`config.mk`:
```
export PLATFORM = sky130hd
export DESIGN_NAME = tx_frame_sched_flat
export DESIGN_NICKNAME = d
export VERILOG_FILES = /design/src/rtl/tx_sched_pkg.sv /design/src/rtl/tx_frame_sched_if.sv /design/src/rtl/rr_arb2.sv /design/src/rtl/tx_frame_sched.sv /design/src/flat_wrapper.sv
export SDC_FILE = /design/constraint.sdc
export NUM_CORES = 1
export LEC_CHECK = 0
export CAP_MARGIN = 20
export CELL_PAD_IN_SITES_DETAIL_PLACEMENT = 0
export CELL_PAD_IN_SITES_GLOBAL_PLACEMENT = 1
export CORE_MARGIN = 2
export CORE_UTILIZATION = 37
export DETAILED_ROUTE_END_ITERATION = 16
export PLACE_DENSITY_LB_ADDON = 0.1
export SLEW_MARGIN = 20
export SYNTH_ARGS = -nofsm -noshare
export SYNTH_HDL_FRONTEND = slang
export SYNTH_SLANG_ARGS = --single-unit
```
`constraint.sdc`:
```
create_clock -name clk -period 2.7 [get_ports clk]
set_input_delay 0.405 -clock clk [delete_from_list [all_inputs] [get_ports clk]]
set_output_delay 0.405 -clock clk [all_outputs]
set_load 0.005 [all_outputs]
```
`src/rtl/tx_sched_pkg.sv`:
```
// Shared constants for the UART TX frame scheduler: state encoding, requester IDs, default widths.
package tx_sched_pkg;

    localparam int unsigned DATA_W_DEF  = 8;
    localparam int unsigned B_BYTES_DEF = 2;
    localparam int unsigned TIMEOUT_DEF = 16;

    localparam logic REQ_A = 1'b0;
    localparam logic REQ_B = 1'b1;

    typedef enum logic [1:0] {
        IDLE      = 2'd0,
        SEND      = 2'd1,
        WAIT_BUSY = 2'd2,
        WAIT_DONE = 2'd3
    } state_e;

endpackage

```
`src/rtl/tx_frame_sched_if.sv`:
```
// Requester and transmitter handshake bundle for tx_frame_sched.
// slave: the scheduler side; master: requesters plus transmitter side.
interface tx_frame_sched_if #(
    parameter int unsigned DATA_W  = tx_sched_pkg::DATA_W_DEF,
    parameter int unsigned B_BYTES = tx_sched_pkg::B_BYTES_DEF
);
    logic                        a_req;
    logic [DATA_W-1:0]           a_data;
    logic                        a_ack;
    logic                        b_req;
    logic [DATA_W*B_BYTES-1:0]   b_data;
    logic                        b_ack;
    logic [DATA_W-1:0]           tx_p_data;
    logic                        tx_data_valid;
    logic                        tx_busy;
    logic                        sched_idle;
    logic                        tx_err;

    modport slave (
        input  a_req, a_data, b_req, b_data, tx_busy,
        output a_ack, b_ack, tx_p_data, tx_data_valid, sched_idle, tx_err
    );

    modport master (
        output a_req, a_data, b_req, b_data, tx_busy,
        input  a_ack, b_ack, tx_p_data, tx_data_valid, sched_idle, tx_err
    );
endinterface

```
`src/rtl/rr_arb2.sv`:
```
// Two-way round-robin arbiter: combinational grant, pointer moves to the loser on update.
module rr_arb2
    import tx_sched_pkg::*;
(
    input  logic       clk,
    input  logic       rst,
    input  logic [1:0] req,
    input  logic       update,
    input  logic       upd_id,
    output logic [1:0] grant_c
);
    logic ptr_q;
    logic other;

    // Pointer names the favoured requester; after a frame it favours the one that did not win.
    always_ff @(posedge clk or posedge rst) begin
        if (rst)         ptr_q <= REQ_A;
        else if (update) ptr_q <= ~upd_id;
    end

    // Favoured requester wins if it asks, otherwise the other one.
    always_comb begin
        grant_c = 2'b00;
        other   = ~ptr_q;
        if (req[ptr_q])      grant_c[ptr_q] = 1'b1;
        else if (req[other]) grant_c[other] = 1'b1;
    end
endmodule

```
`src/rtl/tx_frame_sched.sv`:
```
// Arbitrates requesters A (1 byte) and B (B_BYTES bytes) onto one UART TX,
// serialising each frame over the data_valid/busy handshake.
// Optional: TX_SCHED_TIMEOUT_EN adds a tx_busy rise timeout that aborts the frame.
module tx_frame_sched
    import tx_sched_pkg::*;
#(
    parameter int unsigned DATA_W  = DATA_W_DEF,
    parameter int unsigned B_BYTES = B_BYTES_DEF
`ifdef TX_SCHED_TIMEOUT_EN
    ,
    parameter int unsigned TIMEOUT = TIMEOUT_DEF
`endif
) (
    input logic             clk,
    input logic             rst,
    tx_frame_sched_if.slave bus
);
    localparam int unsigned BUF_W = DATA_W * B_BYTES;
    localparam int unsigned IDX_W = (B_BYTES > 1) ? $clog2(B_BYTES) : 1;
`ifdef TX_SCHED_TIMEOUT_EN
    localparam int unsigned TMO_W = $clog2(TIMEOUT + 1);
`endif

    state_e             state_q, state_next;
    logic [BUF_W-1:0]   buf_q, buf_next;
    logic [IDX_W-1:0]   idx_q, idx_next;
    logic [IDX_W:0]     cnt_q, cnt_next;
    logic               id_q, id_next;
    logic               a_ack_next, b_ack_next, arb_update;
    logic [1:0]         grant_c;
    logic [DATA_W-1:0]  byte_sel, tx_p_data_next;
    logic               a_ack_q, b_ack_q, tx_valid_q, idle_q;
    logic [DATA_W-1:0]  tx_p_data_q;
`ifdef TX_SCHED_TIMEOUT_EN
    logic [TMO_W-1:0]   tmo_q, tmo_next;
    logic               err_next, err_q;
`endif

    rr_arb2 u_arb (
        .clk     (clk),
        .rst     (rst),
        .req     ({bus.b_req, bus.a_req}),
        .update  (arb_update),
        .upd_id  (id_q),
        .grant_c (grant_c)
    );

    // FSM state register.
    always_ff @(posedge clk or posedge rst) begin
        if (rst) state_q <= IDLE;
        else     state_q <= state_next;
    end

    // Next state, frame capture, byte sequencing and ack generation.
    always_comb begin
        state_next = state_q;
        buf_next   = buf_q;
        idx_next   = idx_q;
        cnt_next   = cnt_q;
        id_next    = id_q;
        a_ack_next = 1'b0;
        b_ack_next = 1'b0;
        arb_update = 1'b0;
`ifdef TX_SCHED_TIMEOUT_EN
        tmo_next   = tmo_q;
        err_next   = 1'b0;
`endif
        case (state_q)
            IDLE: begin
                // A busy transmitter is in external use; requests are not sampled.
                if (!bus.tx_busy && (bus.a_req || bus.b_req)) begin
                    state_next = SEND;
                    idx_next   = '0;
                    if (grant_c[REQ_B]) begin
                        id_next    = REQ_B;
                        buf_next   = bus.b_data;
                        cnt_next   = (IDX_W+1)'(B_BYTES);
                        b_ack_next = 1'b1;
                    end else begin
                        id_next    = REQ_A;
                        buf_next   = BUF_W'(bus.a_data);
                        cnt_next   = (IDX_W+1)'(1);
                        a_ack_next = 1'b1;
                    end
                end
            end
            SEND: begin
                state_next = WAIT_BUSY;
`ifdef TX_SCHED_TIMEOUT_EN
                tmo_next   = '0;
`endif
            end
            WAIT_BUSY: begin
                if (bus.tx_busy) begin
                    state_next = WAIT_DONE;
                end
`ifdef TX_SCHED_TIMEOUT_EN
                else if (tmo_q == TMO_W'(TIMEOUT - 1)) begin
                    state_next = IDLE;
                    arb_update = 1'b1;
                    err_next   = 1'b1;
                end else begin
                    tmo_next = tmo_q + TMO_W'(1);
                end
`endif
            end
            WAIT_DONE: begin
                if (!bus.tx_busy) begin
                    if (({1'b0, idx_q} + (IDX_W+1)'(1)) < cnt_q) begin
                        idx_next   = idx_q + IDX_W'(1);
                        state_next = SEND;
                    end else begin
                        state_next = IDLE;
                        arb_update = 1'b1;
                    end
                end
            end
            default: state_next = IDLE;
        endcase
    end

    // Byte presented to the transmitter in the upcoming SEND cycle.
    always_comb begin
        byte_sel = '0;
        for (int unsigned i = 0; i < B_BYTES; i++) begin
            if (idx_next == IDX_W'(i)) byte_sel = buf_next[i*DATA_W +: DATA_W];
        end
        tx_p_data_next = (state_next == SEND) ? byte_sel : tx_p_data_q;
    end

    // Frame buffer, byte index/count, winner ID and timeout counter.
    always_ff @(posedge clk or posedge rst) begin
        if (rst) begin
            buf_q <= '0;
            idx_q <= '0;
            cnt_q <= '0;
            id_q  <= REQ_A;
`ifdef TX_SCHED_TIMEOUT_EN
            tmo_q <= '0;
`endif
        end else begin
            buf_q <= buf_next;
            idx_q <= idx_next;
            cnt_q <= cnt_next;
            id_q  <= id_next;
`ifdef TX_SCHED_TIMEOUT_EN
            tmo_q <= tmo_next;
`endif
        end
    end

    // Registered outputs, all derived from next-state values.
    always_ff @(posedge clk or posedge rst) begin
        if (rst) begin
            a_ack_q     <= 1'b0;
            b_ack_q     <= 1'b0;
            tx_valid_q  <= 1'b0;
            tx_p_data_q <= '0;
            idle_q      <= 1'b1;
`ifdef TX_SCHED_TIMEOUT_EN
            err_q       <= 1'b0;
`endif
        end else begin
            a_ack_q     <= a_ack_next;
            b_ack_q     <= b_ack_next;
            tx_valid_q  <= (state_next == SEND);
            tx_p_data_q <= tx_p_data_next;
            idle_q      <= (state_next == IDLE);
`ifdef TX_SCHED_TIMEOUT_EN
            err_q       <= err_next;
`endif
        end
    end

    assign bus.a_ack         = a_ack_q;
    assign bus.b_ack         = b_ack_q;
    assign bus.tx_data_valid = tx_valid_q;
    assign bus.tx_p_data     = tx_p_data_q;
    assign bus.sched_idle    = idle_q;
`ifdef TX_SCHED_TIMEOUT_EN
    assign bus.tx_err        = err_q;
`else
    assign bus.tx_err        = 1'b0;
`endif
endmodule

```
`src/flat_wrapper.sv`:
```
// flat-port wrapper written by rule: the top's interface ports become plain ports
module tx_frame_sched_flat import tx_sched_pkg::*;
#(
    parameter int unsigned DATA_W  = DATA_W_DEF,
    parameter int unsigned B_BYTES = B_BYTES_DEF

)
  (clk, rst, bus_a_req, bus_a_data, bus_b_req, bus_b_data, bus_tx_busy, bus_a_ack, bus_b_ack, bus_tx_p_data, bus_tx_data_valid, bus_sched_idle, bus_tx_err);
  tx_frame_sched_if #(.DATA_W(DATA_W), .B_BYTES(B_BYTES)) bus_i ();
  input logic clk;
  input logic rst;
  input wire logic [$bits(bus_i.a_req)-1:0] bus_a_req;
  input wire logic [$bits(bus_i.a_data)-1:0] bus_a_data;
  input wire logic [$bits(bus_i.b_req)-1:0] bus_b_req;
  input wire logic [$bits(bus_i.b_data)-1:0] bus_b_data;
  input wire logic [$bits(bus_i.tx_busy)-1:0] bus_tx_busy;
  output wire logic [$bits(bus_i.a_ack)-1:0] bus_a_ack;
  output wire logic [$bits(bus_i.b_ack)-1:0] bus_b_ack;
  output wire logic [$bits(bus_i.tx_p_data)-1:0] bus_tx_p_data;
  output wire logic [$bits(bus_i.tx_data_valid)-1:0] bus_tx_data_valid;
  output wire logic [$bits(bus_i.sched_idle)-1:0] bus_sched_idle;
  output wire logic [$bits(bus_i.tx_err)-1:0] bus_tx_err;
  assign bus_i.a_req = bus_a_req;
  assign bus_i.a_data = bus_a_data;
  assign bus_i.b_req = bus_b_req;
  assign bus_i.b_data = bus_b_data;
  assign bus_i.tx_busy = bus_tx_busy;
  assign bus_a_ack = bus_i.a_ack;
  assign bus_b_ack = bus_i.b_ack;
  assign bus_tx_p_data = bus_i.tx_p_data;
  assign bus_tx_data_valid = bus_i.tx_data_valid;
  assign bus_sched_idle = bus_i.sched_idle;
  assign bus_tx_err = bus_i.tx_err;
  tx_frame_sched #(.DATA_W(DATA_W), .B_BYTES(B_BYTES)) u_core (.clk(clk), .rst(rst), .bus(bus_i));
endmodule
```
==> impl_metrics.yaml <==
timing:
  fmax_ghz: 0.451
  setup_viol: 0
  final.min_clock_period_ps: 2220
  rsz0062_at_grt: "false"
  fin_skew_ps: 7.98
  setup-tns-final_ps: 0
  hold_viol_final: 0
  whs_ps: 486
  finalCritPeriodShare_pct: 82.2
  maxSlewViolCount: 0
placement:
  place_congestion: 0.784
  place_inst: 221
  dp_hpwl_mm: 2.28
  numPortBuffers: 40
finish:
  final_nets: 211
  final_cells: 229
  utilization_pct: 52.8
  drive_gt1_share_pct: 13.4
  diodes: 0
  syn2layout_area_growth_pct: 36.4
yosys:
  synthCells: 135
  synth_edf_count: 0
  synth_area_leaders: "dfrtp_1 (53%), mux2_2 (5.8%), a222oi_1 (5.2%), mux2i_1 (5.2%), inv_1 (5.1%)"
  ys_warn_count: 0
  async_flop_share_pct: 100
  ys_ff_latch: 34
  synthesis.nets: 168
  avgSynthCellArea_um2: 11.5
  synth_common_cells: "dfrtp_1 (33), inv_1 (21)"
  netlist_area_mm2: 0.00155
  yosysTopAreaCell: "dfrtp_1"
  synth_top_area_share_pct: 53.4
  ys_seq_area_share_pct: 55.1
  yosysUniqueCellTypes: 32
  synth_most_common_cell: "dfrtp_1"
  ys.flop_type: "dfrtp_1"
global_route:
  overflow: 0
  grt_use_total_pct: 16.2
  grt_max_degree: 35
  antenna_found_initial: 0
  grt_pass1_wl_mm: 5.35
  first_global_vias: 1136
pwr:
  power_frac_comb_pct: 42.0
  internal_power_w: 0.00154
  power.density_mw_per_mm2: 1070
  ir_worst_vdd_v: 0.000520
  sequentialPowerShare_pct: 36.6
  p_sw_share_pct: 32.1
  netSwitchingPower_w: 0.000728
  p_clk_share_pct: 21.4
  p_leak_nw: 1.07
die:
  die_y_um: 68.7
  io_pins: 42
  start_util_pct: 38.7
  rows: 23
  chipWidth_um: 68.7
  core_mm2: 0.00400
  dieArea_mm2: 0.00472
routing:
  post_drt_wl_per_cell_um: 14.7
  wl_mm: 3.36
  drc: 0
  vias: 1160
  vias_per_cell: 5.07
  ant_nets: 0
  firstDrtPassIters: 4
  drtIter0Drc: 58
clock_network:
  clkLatencyLatePin_ps: 290
  holdBufCountCts: 0
  numCtsBuffers: 5
  cts_tree: "done"
  cts_root_buf: "clkbuf_8"
  ctsResizeCount: 0
  cts.clk_slew.worst_paths_ps: 70
  htreeDepth: 2
  post-cts-setup-buffers: 0
  clock_sinks: 34
  cts.path.max_buffers: 2
worst_setup_path:
  worst-path-stages: 6
  cp.arrival_ps: 2380
  crit_required_ps: 2870
  worstSetupEndpointType: "register"
  worstSetupStartpoint: "bus_tx_busy"
  worst-setup-path-type: "input port to register"
  r2r_start: "u_core.state_q[1]"
  crit_family: "buffers and inverters"
  path_common_cell: "nand2b_1"
  path_max_fanout: 9
  critPathBufInv: 1
  r2r_end: "u_core.bus.tx_p_data[0]"
  worst-r2r-cell-count: 8
  crit_path_end: "u_core.bus.tx_p_data[0]"
  cp_slowest_stage_delay_ps: 610
  path_cells: "clkdlybuf4s50_1 > nand2b_1 > nor2_1 > a221o_1 > nand2b_1 > mux2_2"
  crit_slowest_cell: "clkdlybuf4s50_1"
  reg2reg_slack_ps: 530
  worstSetupStartpointType: "input port"
hold_path:
  hold_class: "register to register"
  worstHoldStart: "u_core.buf_q[13]"
run:
  drv_cap: 0
status:
  status: "complete, no violations"
-- routing by layer --
| metal | vias to the layer above | share of wire (%) | track usage, % |
|---|---|---|---|
| met2 | 31 | 48 | 25.2 |
| li1 | 556 | - | - |
| met1 | 565 | 44 | 19.9 |
| met5 | - | 0 | 0 |
| met3 | 8 | 5.7 | 5.03 |
| met4 | 0 | 2.4 | 9.25 |
-- layout by cell type (no fill, tap or decap), types with 3 or more instances in the layout --
master and count:
mux2i_1 8, buf_4 3, a22oi_1 8, nand2_1 4, ha_1 4, nand2b_1 5, inv_1 21, dfrtp_1 33
nor2_1 5, a21oi_1 4, a222oi_1 8, clkdlybuf4s50_1 40, clkbuf_8 6, mux2_2 8
-- worst min-delay path by stage --
stage / endpoint / slack, ps / cells after the start
floorplan: u_core.buf_q[10] / 450 / 2
global placement: u_core.buf_q[8] / 470 / 2
detailed placement: u_core.buf_q[13] / 470 / 2
CTS: u_core.buf_q[13] / 490 / 2
global route: u_core.buf_q[13] / 520 / 2
finish: u_core.buf_q[13] / 490 / 2
-- state kept, by name (all words and copies together), names as in the netlist, named ones only --
register                  count
u_core.bus.b_ack              1
u_core.cnt_q                  1
u_core.buf_q                 16
u_core.bus.tx_data_valid      1
u_core.u_arb.ptr_q            1
u_core.bus.tx_p_data          8
u_core.bus.a_ack              1
u_core.state_q                2
u_core.id_q                   1
u_core.bus.sched_idle         1
-- area by class of cell --
cell class	count	area, um^2
tap	50	62.6
inverter	23	86.3
sequential	34	852
clock inverter	1	30.0
fill	341	1890
clock buffer	7	86.3
timing repair buffer	43	423
multi-input combinational	71	571
-- kinds of logic after synthesis --
| kind of cell | synth area share (%) |
|---|---|
| AND/OR/NAND/NOR | 6.47 |
| buffers and inverters | 8.41 |
| AO/OA/AOI/OAI | 15.6 |
| other | 0.242 |
| adder cells (fa/ha/maj) | 3.23 |
| multiplexers | 11.0 |
| flip-flops | 55.1 |
-- worst reg2reg max path, stage by stage (launching register included) --
cell	delay [ps]
dfrtp_1	430
inv_1	70
ha_1	240
nor2b_2	210
o21ai_1	80
buf_4	210
a222oi_1	380
mux2i_1	150
mux2_2	280
-- per-stage QoR --
step	setup WS, ps	cell area, um^2	total power [W]
after floorplan	725	1550	0.00147
after global placement	231	1990	0.00179
after detailed placement	175	1990	0.00181
after CTS	469	2110	0.00230
after global routing	290	2110	0.00245
final	481	2110	0.00227
-- power by group through the flow --
stage	clock network, W	logic, W	registers, W
final	0.000484	0.000953	0.000831
after global routing	0.000513	0.00108	0.000853
after CTS	0.000493	0.000971	0.000832
after detailed placement	0	0.000966	0.000840
after global placement	0	0.000951	0.000837
after floorplan	0	0.000654	0.000820
Power figures use the tool's default switching activity.
